**src/rtl/shift_sequencer_pkg.sv**
```systemverilog
// Shared types and defaults for the shift sequencer and its step ticker.
package shift_sequencer_pkg;

    localparam int unsigned DEF_WIDTH = 8;
    localparam int unsigned DEF_RATE  = 1;

    typedef enum logic [1:0] {
        IDLE,
        LOAD,
        SHIFT,
        CAPTURE
    } state_t;

endpackage

```
**src/rtl/shift_sequencer_step_ticker.sv**
```systemverilog
// Down-counter pacing shift steps: reloads to RATE-1, ticks for one cycle at zero.
module step_ticker
    import shift_sequencer_pkg::*;
#(
    parameter int unsigned RATE = DEF_RATE
) (
    input  logic i_clk,
    input  logic i_rst_n,
    input  logic i_reload,
    input  logic i_en,
    output logic o_tick
);

    localparam int unsigned   CW     = $clog2(RATE + 1);
    localparam logic [CW-1:0] RELOAD = CW'(RATE - 1);

    logic [CW-1:0] r_cnt;

    always_ff @(posedge i_clk or negedge i_rst_n) begin
        if (!i_rst_n) begin
            r_cnt <= '0;
        end else if (i_reload) begin
            r_cnt <= RELOAD;
        end else if (i_en) begin
            r_cnt <= (r_cnt == '0) ? RELOAD : r_cnt - CW'(1);
        end
    end

    assign o_tick = i_en && (r_cnt == '0);

endmodule

```
**src/rtl/shift_sequencer.sv**
```systemverilog
// Sequences load, N paced right shifts and capture of an external 8-bit shifter
// from a single start request, reporting the captured value with a done pulse.
module shift_sequencer
    import shift_sequencer_pkg::*;
#(
    parameter int unsigned WIDTH = DEF_WIDTH,
    parameter int unsigned RATE  = DEF_RATE
) (
    input  logic                     clk,
    input  logic                     reset_n,
    input  logic                     start,
    input  logic                     abort,
    input  logic [WIDTH-1:0]         data_in,
    input  logic [$clog2(WIDTH)-1:0] amount,
    input  logic                     arith,
    input  logic [WIDTH-1:0]         q_in,
    output logic                     load_n,
    output logic                     shift_right,
    output logic                     asr,
    output logic [WIDTH-1:0]         load_val,
    output logic                     busy,
    output logic                     done,
    output logic [WIDTH-1:0]         result
);

    localparam int unsigned CW = $clog2(WIDTH);

    state_t           r_state;
    state_t           w_next;
    logic [WIDTH-1:0] r_data;
    logic [CW-1:0]    r_count;
    logic             r_arith;
    logic [WIDTH-1:0] r_result;
    logic             r_done;
    logic             w_tick;

    step_ticker #(
        .RATE (RATE)
    ) u_ticker (
        .i_clk    (clk),
        .i_rst_n  (reset_n),
        .i_reload (r_state == LOAD),
        .i_en     (r_state == SHIFT),
        .o_tick   (w_tick)
    );

    always_ff @(posedge clk or negedge reset_n) begin
        if (!reset_n) begin
            r_state <= IDLE;
        end else begin
            r_state <= w_next;
        end
    end

    always_comb begin
        w_next = r_state;
        case (r_state)
            IDLE:    if (start) w_next = LOAD;
            LOAD:    w_next = (r_count == '0) ? CAPTURE : SHIFT;
            SHIFT:   if (w_tick && (r_count == CW'(1))) w_next = CAPTURE;
            CAPTURE: w_next = IDLE;
            default: w_next = IDLE;
        endcase
        if (abort && (r_state != IDLE)) begin
            w_next = IDLE;
        end
    end

    // Operand latches, shift count and result capture; abort suppresses the capture.
    always_ff @(posedge clk or negedge reset_n) begin
        if (!reset_n) begin
            r_data   <= '0;
            r_count  <= '0;
            r_arith  <= 1'b0;
            r_result <= '0;
            r_done   <= 1'b0;
        end else begin
            r_done <= 1'b0;
            case (r_state)
                IDLE: begin
                    if (start) begin
                        r_data  <= data_in;
                        r_count <= amount;
                        r_arith <= arith;
                    end
                end
                SHIFT: begin
                    if (w_tick) begin
                        r_count <= r_count - CW'(1);
                    end
                end
                CAPTURE: begin
                    if (!abort) begin
                        r_result <= q_in;
                        r_done   <= 1'b1;
                    end
                end
                default: ;
            endcase
        end
    end

    always_comb begin
        load_n      = 1'b1;
        shift_right = 1'b0;
        asr         = 1'b0;
        busy        = 1'b0;
        case (r_state)
            IDLE: ;
            LOAD: begin
                load_n = 1'b0;
                asr    = r_arith;
                busy   = 1'b1;
            end
            SHIFT: begin
                shift_right = w_tick;
                asr         = r_arith;
                busy        = 1'b1;
            end
            CAPTURE: begin
                asr  = r_arith;
                busy = 1'b1;
            end
            default: ;
        endcase
    end

    assign load_val = r_data;
    assign done     = r_done;
    assign result   = r_result;

endmodule

```
**config.mk**
```make
export PLATFORM = sky130hd
export DESIGN_NAME = shift_sequencer
export DESIGN_NICKNAME = d
export VERILOG_FILES = /design/src/rtl/shift_sequencer_pkg.sv /design/src/rtl/shift_sequencer_step_ticker.sv /design/src/rtl/shift_sequencer.sv
export SDC_FILE = /design/constraint.sdc
export NUM_CORES = 1
export LEC_CHECK = 0
export BUFFER_PORTS_ARGS = -buffer_cell sky130_fd_sc_hd__clkbuf_2
export CORE_MARGIN = 5
export CORE_UTILIZATION = 42
export DETAILED_ROUTE_END_ITERATION = 10
export PLACE_DENSITY = 0.74
export SYNTH_ARGS = -nofsm -noshare
export SYNTH_HDL_FRONTEND = slang
export SYNTH_HIERARCHICAL = 1
export SYNTH_SLANG_ARGS = --single-unit
export TNS_END_PERCENT = 50
```
**constraint.sdc**
```tcl
create_clock -name clk -period 1.6 [get_ports clk]
set_clock_uncertainty 0.05 [all_clocks]
set_input_delay 0.32 -clock clk [delete_from_list [all_inputs] [get_ports clk]]
set_output_delay 0.32 -clock clk [all_outputs]
set_load 0.005 [all_outputs]
```
* Word level (Yosys, flattened, before mapping)
Cells that the tools add are included.
Word-level totals: register bits 24, bits of input ports 24, output and inout port bits 21, logic and storage cells 49
Cells by class: add/subtract/negate cells 2, eq/ne operators 8, muxes and demuxes 17, bitwise operators 2, reduce and logical (&&, ||, !) cells 13
Operators by type and width (number):
- 1-bit 2-to-1 mux | 10
- 2-bit one-hot mux with 4 select lines | 1
- 2-bit 2-to-1 mux | 3
- 3-bit 2-to-1 mux | 2
- 3-bit inequality test, second input constant | 2
- 3-bit one-hot mux with 2 select lines | 1
- 2-bit AND reduction | 3
- 2-bit nonzero test | 3
- 2-bit equality test, second input constant | 2
- 2-bit inequality test, second input constant | 2
- 3-bit by 1-bit equality test with 1-bit output, second input constant | 1
- 1-bit logical AND | 3
- 3-bit logical NOT | 1
- 3-bit AND reduction | 1
- 3-bit OR reduction | 1
- 3-bit by 1-bit subtractor with 3-bit output, second input constant | 1
- 2-bit by 1-bit equality test with 1-bit output, second input constant | 1
- 2-bit logical NOT | 1
- 1-bit NOT | 2
- 1-bit subtractor, second input constant | 1

* Logic depth before layout (Yosys ltp)
Gate-level depths: netlist (run 1).
depth after elaboration 6, depth in mapped cells 6, mapped depth without buffers 5

* Cells and area by module
The synthesis (run 1) kept the hierarchy.
By module, submodules not included:
- shift_sequencer | instances 1, cells each 84, area each 1091.0 um^2
- step_ticker | instances 1, cells each 1, area each 7.5 um^2

* Least setup slack after synthesis (run 1)
Ideal clock, no wire load.
path kind reg2reg, start point register r_state[0], end point register r_count[2], setup time 0.123 ns, arrival 1.425 ns, slack 0.002 ns, cell stages (with the launch flop) 7, path buffers 1, period minus slack after synthesis 1.598 ns, path through dfrtp_1 > inv_1 > ha_1 > buf_6 > inv_2 > or4_1 > o221a_2
Between the ends: word-level cells in the longest chain between the ends 4, elaborated cells between the ends (all ways) 8, classes of those cells eq/ne (3); mux (1); reduce/logical (4)
Ends and longest elaborated chain:
- start, declared | line shift_sequencer.sv:28 | state_t r_state;
- start signal, assigned | line shift_sequencer.sv:51 | r_state <= w_next;
- 2-bit equality test | line shift_sequencer.sv:43, shift_sequencer.sv:79
- 1-bit logical AND | line shift_sequencer_step_ticker.sv:29 | assign o_tick = i_en && (r_cnt == '0);
- 2-bit inequality test (no line)
- 3-bit AND reduction (no line)
- end signal, assigned | line shift_sequencer.sv:83 | r_count <= amount;
- end signal, assigned | line shift_sequencer.sv:89 | r_count <= r_count - CW'(1);
- end, declared | line shift_sequencer.sv:31 | logic [CW-1:0] r_count;
Parallel ways exist; a longest one is shown, timed or not. A chain may end at the register's enable or synchronous reset.

* Worst setup path after layout (run 1)
start point register r_state[0], end point output asr
Between the ends: word-level cells in the longest chain between the ends 3, elaborated cells between the ends (all ways) 5, classes of those cells eq/ne (3); mux (1); reduce/logical (1)
Ends and longest elaborated chain:
- 2-bit equality test / 2-bit by 1-bit equality test with 1-bit output (equally long branches) | line shift_sequencer.sv:108 | case (r_state)
- 3-bit OR reduction (no line) *
- 1-bit 2-to-1 mux * | line shift_sequencer.sv:108
- end, declared | line shift_sequencer.sv:19 | output logic asr,
Every way passes the cells marked *; elsewhere a longest branch is shown, timed or not.

==> results of run 1 <==
-- timing repair --
item	CTS	global route
pin swaps	1	2
hold buffers	1	0
setup endpoints to repair	23	8
endpoints found under the hold margin	23	0
buffers inserted	2	7
resized for setup	7	15
-- cell type report --
type                            count  area share, %
Sequential cell                    23           36.1
Inverter                            8           1.88
Tap cell                           30           2.35
Multi-Input combinational cell     50           34.2
Timing Repair Buffer               60           23.8
Clock inverter                      1          0.314
Clock buffer                        3           1.41
-- how the worst max path moves through the flow --
stage	startpoint	endpoint	slack [ns]	cells past startpoint
finish	r_state[0]$_DFFE_PN0P_	asr	-0.13	4
global route	r_state[0]$_DFFE_PN0P_	asr	-0.19	4
CTS	r_state[0]$_DFFE_PN0P_	asr	-0.12	4
detailed placement	r_state[1]$_DFFE_PN0P_	result[2]$_DFFE_PN0P_	-0.13	3
global placement	r_state[0]$_DFFE_PN0P_	r_count[2]$_DFFE_PN0P_	-0.07	5
floorplan	r_state[0]$_DFFE_PN0P_	r_count[2]$_DFFE_PN0P_	0.002	6
-- cells in the mapped netlist, drive strengths merged --
master | n | area share (%)
nor2 | 1 | 0.34
nand2b | 1 | 0.57
and2 | 1 | 0.57
nand3 | 1 | 0.46
inv | 8 | 2.7
and2b | 1 | 0.68
a21oi | 1 | 0.46
o22a | 1 | 0.80
mux2 | 17 | 17
nor2b | 3 | 1.7
buf | 4 | 2.6
a31oi | 1 | 0.57
or2 | 1 | 0.57
a32o | 1 | 0.91
nand3b | 1 | 0.68
o22ai | 2 | 1.1
dfrtp | 23 | 52
ha | 7 | 8.0
a211oi | 1 | 0.68
or4 | 1 | 0.68
o221a | 1 | 1.0
mux2i | 3 | 2.7
and4b | 1 | 0.91
nand2 | 2 | 0.91
o21ai | 1 | 0.46
-- through the flow --
stage / utilization [%] / hold slack [ns]
final: 63.8 / 0.183
after global routing: 63.8 / 0.170
after CTS: 58.8 / 0.181
after detailed placement: 55.7 / 0.298
after global placement: 55.7 / 0.283
after floorplan: - / -0.0256
-- per-layer routing --
metal | wire length (um) | vias up | track usage [%]
li1 | - | 413 | -
met1 | 1090 | 398 | 16.7
met2 | 1180 | 36 | 21.9
met3 | 241 | 0 | 3.14
met4 | 0 | 0 | 2.79
met5 | 0 | - | 0
-- power groups by stage --
stage / combinational, mW / clock, mW / sequential [mW]
3_3_place_gp: 1.21 / 0 / 1.01
6_report: 1.61 / 0.270 / 1.02
5_1_grt: 1.77 / 0.302 / 1.06
2_1_floorplan: 0.718 / 0 / 1.03
4_1_cts: 1.32 / 0.276 / 1.02
3_5_place_dp: 1.24 / 0 / 1.04
-- cells by family after synthesis --
| group | count (synthesis) |
|---|---|
| flops | 23 |
| fa+ha+maj | 7 |
| compound gates | 9 |
| mux | 20 |
| simple gates | 14 |
| buf+inv | 12 |
-- state kept, by name, indices dropped and copies added (netlist names) --
signal and cells:
done 1, load_val 8, r_count 3, r_state 2, result 8, r_arith 1
-- worst max-delay path, stage by stage (launching register included) --
cell      delay [ns]
dfrtp_1         0.44
inv_2           0.13
ha_4            0.19
and2b_1         0.18
clkbuf_2        0.11
==> key figures, run 1 <==
STA
  – Unrepaired setup endpoints after global routing: yes
  – Worst slew margin: 61.8%
  – Fin crit share: 108%
  – Fmax: 578 MHz
  – Post-layout min period: roughly 1.7 ns
  – Hold Fails Final Rpt: 0
  – Final setup fails: 5
  – Least-Margin Pin Slew: 0.574 ns
  – TNS Setup: -0.397 ns
  – Final worst slack: -0.130 ns
  – Fin. max-slew vios: 0

Clock network
  – Clock tree sinks: 23
  – CTS tree: built
  – Inserted Clock Buffers: 3
  – Clk slew on worst S/H paths: 0.13 ns
  – H-tree depth: 1
  – Cell chosen for the clock root: clkbuf_4
  – Clk buf depth: 2
  – Worst skew pair latency: slightly above 0.3 ns

Synthesis
  – Post-synthesis register bit count: 23
  – Combinational family with the most area after synthesis: multiplexers
  – Syn Nets: 116
  – Proportion of synthesized area in mux cells: 20.2%
  – Post-Synth Adder-Cell Area: roughly 8%
  – Yosys warnings: 6
  – Syn Area/Cell: 12.9 um2
  – Xor and xnor area share after synthesis: 0%
  – Compound-gate portion of the synthesized area: 6.04%
  – Sequential area share after synthesis: 52.4%
  – Gate Count Post-Synth: 85
  – Simple-gate share of the synthesized area: 8.09%
  – Post-synthesis instance area: about 1100 um2
  – Distinct cells, synth: 29

GRT
  – Largest net degree at the start of global routing: 24
  – Total track usage: 12.9%
  – First-pass GRT wire length: 3670 um
  – Initial antenna violation count: 0
  – Vias in the first global route: between 800 and 900
  – Global route overflow: 0

Cells and area
  – Share of cells above drive strength 1: 65.5%
  – Storage cell area: 576 um2
  – Final instance area: 1600 um2
  – Area growth syn-to-layout: 45.2%
  – Multi-input gate area: between 500 and 600 um2
  – Final #Nets: 177
  – Most common cell after layout, fill and taps aside: clkbuf_2
  – Fillers: 190
  – Non-Filler Instances: 175
  – Diodes inserted: 0
  – Most frequent cells in the layout: clkbuf_2, dfrtp_1, mux2_2

Worst setup path
  – CP required: 1.23 ns
  – FF-to-FF Start: r_state[1]$_DFFE_PN0P_
  – Reg2reg path depth: 5
  – Crit-path max FO: 5
  – Data arrival, critical path: 1.36 ns
  – Worst setup path category: reg2out
  – Worst r2r dst: r_count[2]$_DFFE_PN0P_
  – Critical Path Sink Type: output port
  – Reg-to-reg slack, setup: -0.07 ns
  – Worst setup SP type: flop

Hold path
  – Hold_sp: q_in[7]
  – Worst Hold Path Cells: 2
  – Hold Crit Endpoint: result[7]$_DFFE_PN0P_
  – Hold Crit Class: in2reg

Floorplan
  – Die area: approximately 3700 um2
  – Vert. Die Dim: 61.1 um
  – Starting Density: 43.9%
  – Number of core rows: 18
  – Core Region: around 2500 um2
  – Die W: slightly above 60 um
  – I/O pin count: 45

Pwr
  – Internal power: 1.91 mW
  – Sw power: 0.991 mW
  – Pleak: around 0.80 nW
  – Cell Pwr Density: 1820 nW/um2
  – Comb pwr share: ~56%
  – Net switching fraction of the power: 34.1%
  – Sequential share of power: 35.2%
  – PnR Total Power: ~2.9 mW
  – Peak VDD IR: approximately 1 mV
  – Clock power share: 9.3%

Detailed routing
  – Routed wire length: 2510 um
  – Via density: 4.84
  – Routed length per placed instance: 14.3 um
  – Drt drc: 0
  – ANT nets after route: 0
  – Initial DRC count: 23
  – Vias: 847
  – First-pass DRT Iterations: 4

Status
  – Failing checks: negative setup slack
  – Outcome: finished with violations

Place
  – IO Port Bufs: 44
  – Placed Cells: ~160
  – Post-DP HPWL: ~1800 um
  – Pre-CTS WS: -0.127 ns
  – GPL Wtd Cong: 0.798
  – Dpl cell area: 1390 um2

Job
  – # Max-Cap Violations: 0
(Power assumes the default switching activity.)
==> inputs of run 2 (changes only) <==
- CORE_UTILIZATION: 42 -> 44
- CTS_BUF_LIST: not set -> sky130_fd_sc_hd__clkbuf_2 sky130_fd_sc_hd__clkbuf_4 sky130_fd_sc_hd__clkbuf_8
- PLACE_DENSITY: 0.74 -> 0.77
==> key figures, run 2 (synthesis results as in run 1) <==
Worst setup path
  – Crit-path max FO: 5 (unchanged)
  – CP Buf/Inv Count: 2 (unchanged)
  – Worst setup SP type: flop
  – Critical Path Sink Type: output port
  – Slowest cell delay on critical path: 0.42 ns (-0.02 ns)
  – CP required: 1.23 ns (about the same)
  – CP top delay family: flip-flops
  – Data arrival, critical path: 1.31 ns (-0.05 ns)
  – Crit-path cells: inv_2, ha_4, and2b_1, clkbuf_2
  – Reg-to-reg slack, setup: -0.05 ns (+0.02 ns)
  – Worst setup path category: reg2out
  – Slowest cell on crit path: dfrtp_1

Cells and area
  – Final instance area: 1550 um2 (-2.8%)
  – Diodes inserted: 0 (unchanged)
  – Most frequent cells in the layout: clkbuf_2, dfrtp_1, mux2_2
  – Share of cells above drive strength 1: 64.4% (-1.1 points)
  – Non-Filler Instances: 176 (+0.57%)
  – Area growth syn-to-layout: 41.1%
  – Final #Nets: 178 (+0.56%)
  – Most common cell after layout, fill and taps aside: clkbuf_2
  – Fillers: 188 (-1.1%)

Clock network
  – H-tree depth: 1 (unchanged)
  – Clk buf depth: 2 (unchanged)
  – Worst skew pair latency: 0.30 ns (about the same)
  – Clock tree sinks: 23 (unchanged)
  – Clk slew on worst S/H paths: 0.13 ns (about the same)
  – Inserted Clock Buffers: 3 (unchanged)
  – Cell chosen for the clock root: clkbuf_4
  – CTS tree: built

Floorplan
  – Core Region: 2430 um2 (-2.7%)
  – Die W: 60.0 um (-1.9%)
  – Die area: 3600 um2 (-3.8%)
  – Number of core rows: 18 (unchanged)
  – Vert. Die Dim: 60.0 um (-1.9%)
  – I/O pin count: 45 (unchanged)
  – Starting Density: 45.2% (+1.2 points)

Place
  – IO Port Bufs: 44 (unchanged)
  – GPL Wtd Cong: 0.859 (+7.7%)
  – Dpl cell area: 1370 um2 (-1.4%)
  – Placed Cells: 161 (-0.62%)
  – Post-DP HPWL: 1840 um (-0.63%)

Detailed routing
  – Vias: 892 (+5.3%)
  – Routed wire length: 2680 um (+6.6%)
  – Via density: 5.07 (+4.7%)
  – Drt drc: 0 (unchanged)
  – Routed length per placed instance: 15.2 um (+6.0%)
  – First-pass DRT Iterations: 4 (unchanged)
  – ANT nets after route: 0 (unchanged)
  – Initial DRC count: 17 (-26%)

Pwr
  – PnR Total Power: 2.84 mW (-2.1%)
  – Peak VDD IR: 0.937 mV (-8.7%)
  – Pleak: 0.789 nW (-1.7%)
  – Cell Pwr Density: 1830 nW/um2 (+0.70%)

STA
  – Final setup fails: 5 (unchanged)
  – TNS Setup: -0.243 ns (+0.154 ns)
  – Worst slew margin: 63.9% (+2.1 points)
  – Fmax: 597 MHz (+3.2%)
  – Fin. max-slew vios: 0 (unchanged)
  – Post-layout min period: 1.68 ns (-0.0544 ns)
  – Least-Margin Pin Slew: 0.542 ns (-0.0320 ns)
  – Unrepaired setup endpoints after global routing: yes
  – Fin crit share: 105% (-3.4 points)
  – Final worst slack: -0.0751 ns (+0.0544 ns)
  – Hold Fails Final Rpt: 0 (unchanged)

GRT
  – Total track usage: 15.4% (+2.5 points)
  – Vias in the first global route: 929 (+8.8%)
  – Global route overflow: 0 (unchanged)
  – First-pass GRT wire length: 4190 um (+14%)
  – Initial antenna violation count: 0 (unchanged)
  – Largest net degree at the start of global routing: 24 (unchanged)

Status
  – Outcome: finished with violations
  – Failing checks: negative setup slack

Hold path
  – Hold Crit Class: in2reg

Job
  – # Max-Cap Violations: 0 (unchanged)
==> run 2: where the power goes <==
group	switching, mW	internal (mW)	total [mW]	leakage, nW
Sequential	0.152	0.860	1.01	0.277
Combinational	0.683	0.877	1.56	0.494
Clock	0.178	0.0932	0.271	0.0177
Total	1.01	1.83	2.84	0.789
==> run 2: stage by stage <==
| stage | utilization [%] | worst slack [ns] | hold WS [ns] |
|---|---|---|---|
| after detailed placement | 56.4 | -0.0406 | 0.288 |
| after global placement | 56.4 | 0.0284 | 0.274 |
| after CTS | 62.7 | -0.0511 | 0.181 |
| final | 63.7 | -0.0751 | 0.181 |
| after global routing | 63.7 | -0.121 | 0.171 |
| after floorplan | - | 0.00217 | -0.0256 |
==> run 2: final cells by class <==
cell class	count	area, um2	area share [%]
Clock inverter	1	5.00	0.323
Clock buffer	3	22.5	1.45
Inverter	8	30.0	1.94
Timing Repair Buffer	61	362	23.3
Tap cell	30	37.5	2.42
Sequential cell	23	576	37.1
Multi-Input combinational cell	50	518	33.4
==> run 2: timing repair <==
item                                    CTS  global route
gates resized for setup                  11             6
buffers inserted                          9             1
hold endpoints to repair                 23             0
hold buffers                              1             0
endpoints found under the setup margin    8             9
pin swaps                                 3             1
==> run 2: path summary, 6_finish.rpt <==
kind                                    startpoint                      end  cells past startpoint
hold / removal                               arith      r_arith$_DFFE_PN0P_                      2
setup / recovery            r_state[0]$_DFFE_PN0P_                      asr                      4
max in group asynchronous                  reset_n  load_val[1]$_DFFE_PN0P_                      2
min in group asynchronous                  reset_n   r_count[2]$_DFFE_PN0P_                      2
setup reg to reg            r_state[0]$_DFFE_PN0P_   r_count[2]$_DFFE_PN0P_                      6
hold reg to reg            load_val[6]$_DFFE_PN0P_  load_val[6]$_DFFE_PN0P_                      1
==> run 2: worst reg2reg max path, stage by stage (launching register included) <==
cell and delay, ns:
dfrtp_1 0.40, inv_2 0.08, ha_4 0.18, buf_4 0.14, nor2b_2 0.18, or4_1 0.40, o221a_2 0.13
==> run 2: metal layers <==
metal | routed length [um] | GRT usage, %
met2 | 1460 | 29.0
met5 | 0 | 0
met3 | 143 | 2.59
met4 | 53 | 4.11
met1 | 1020 | 17.6
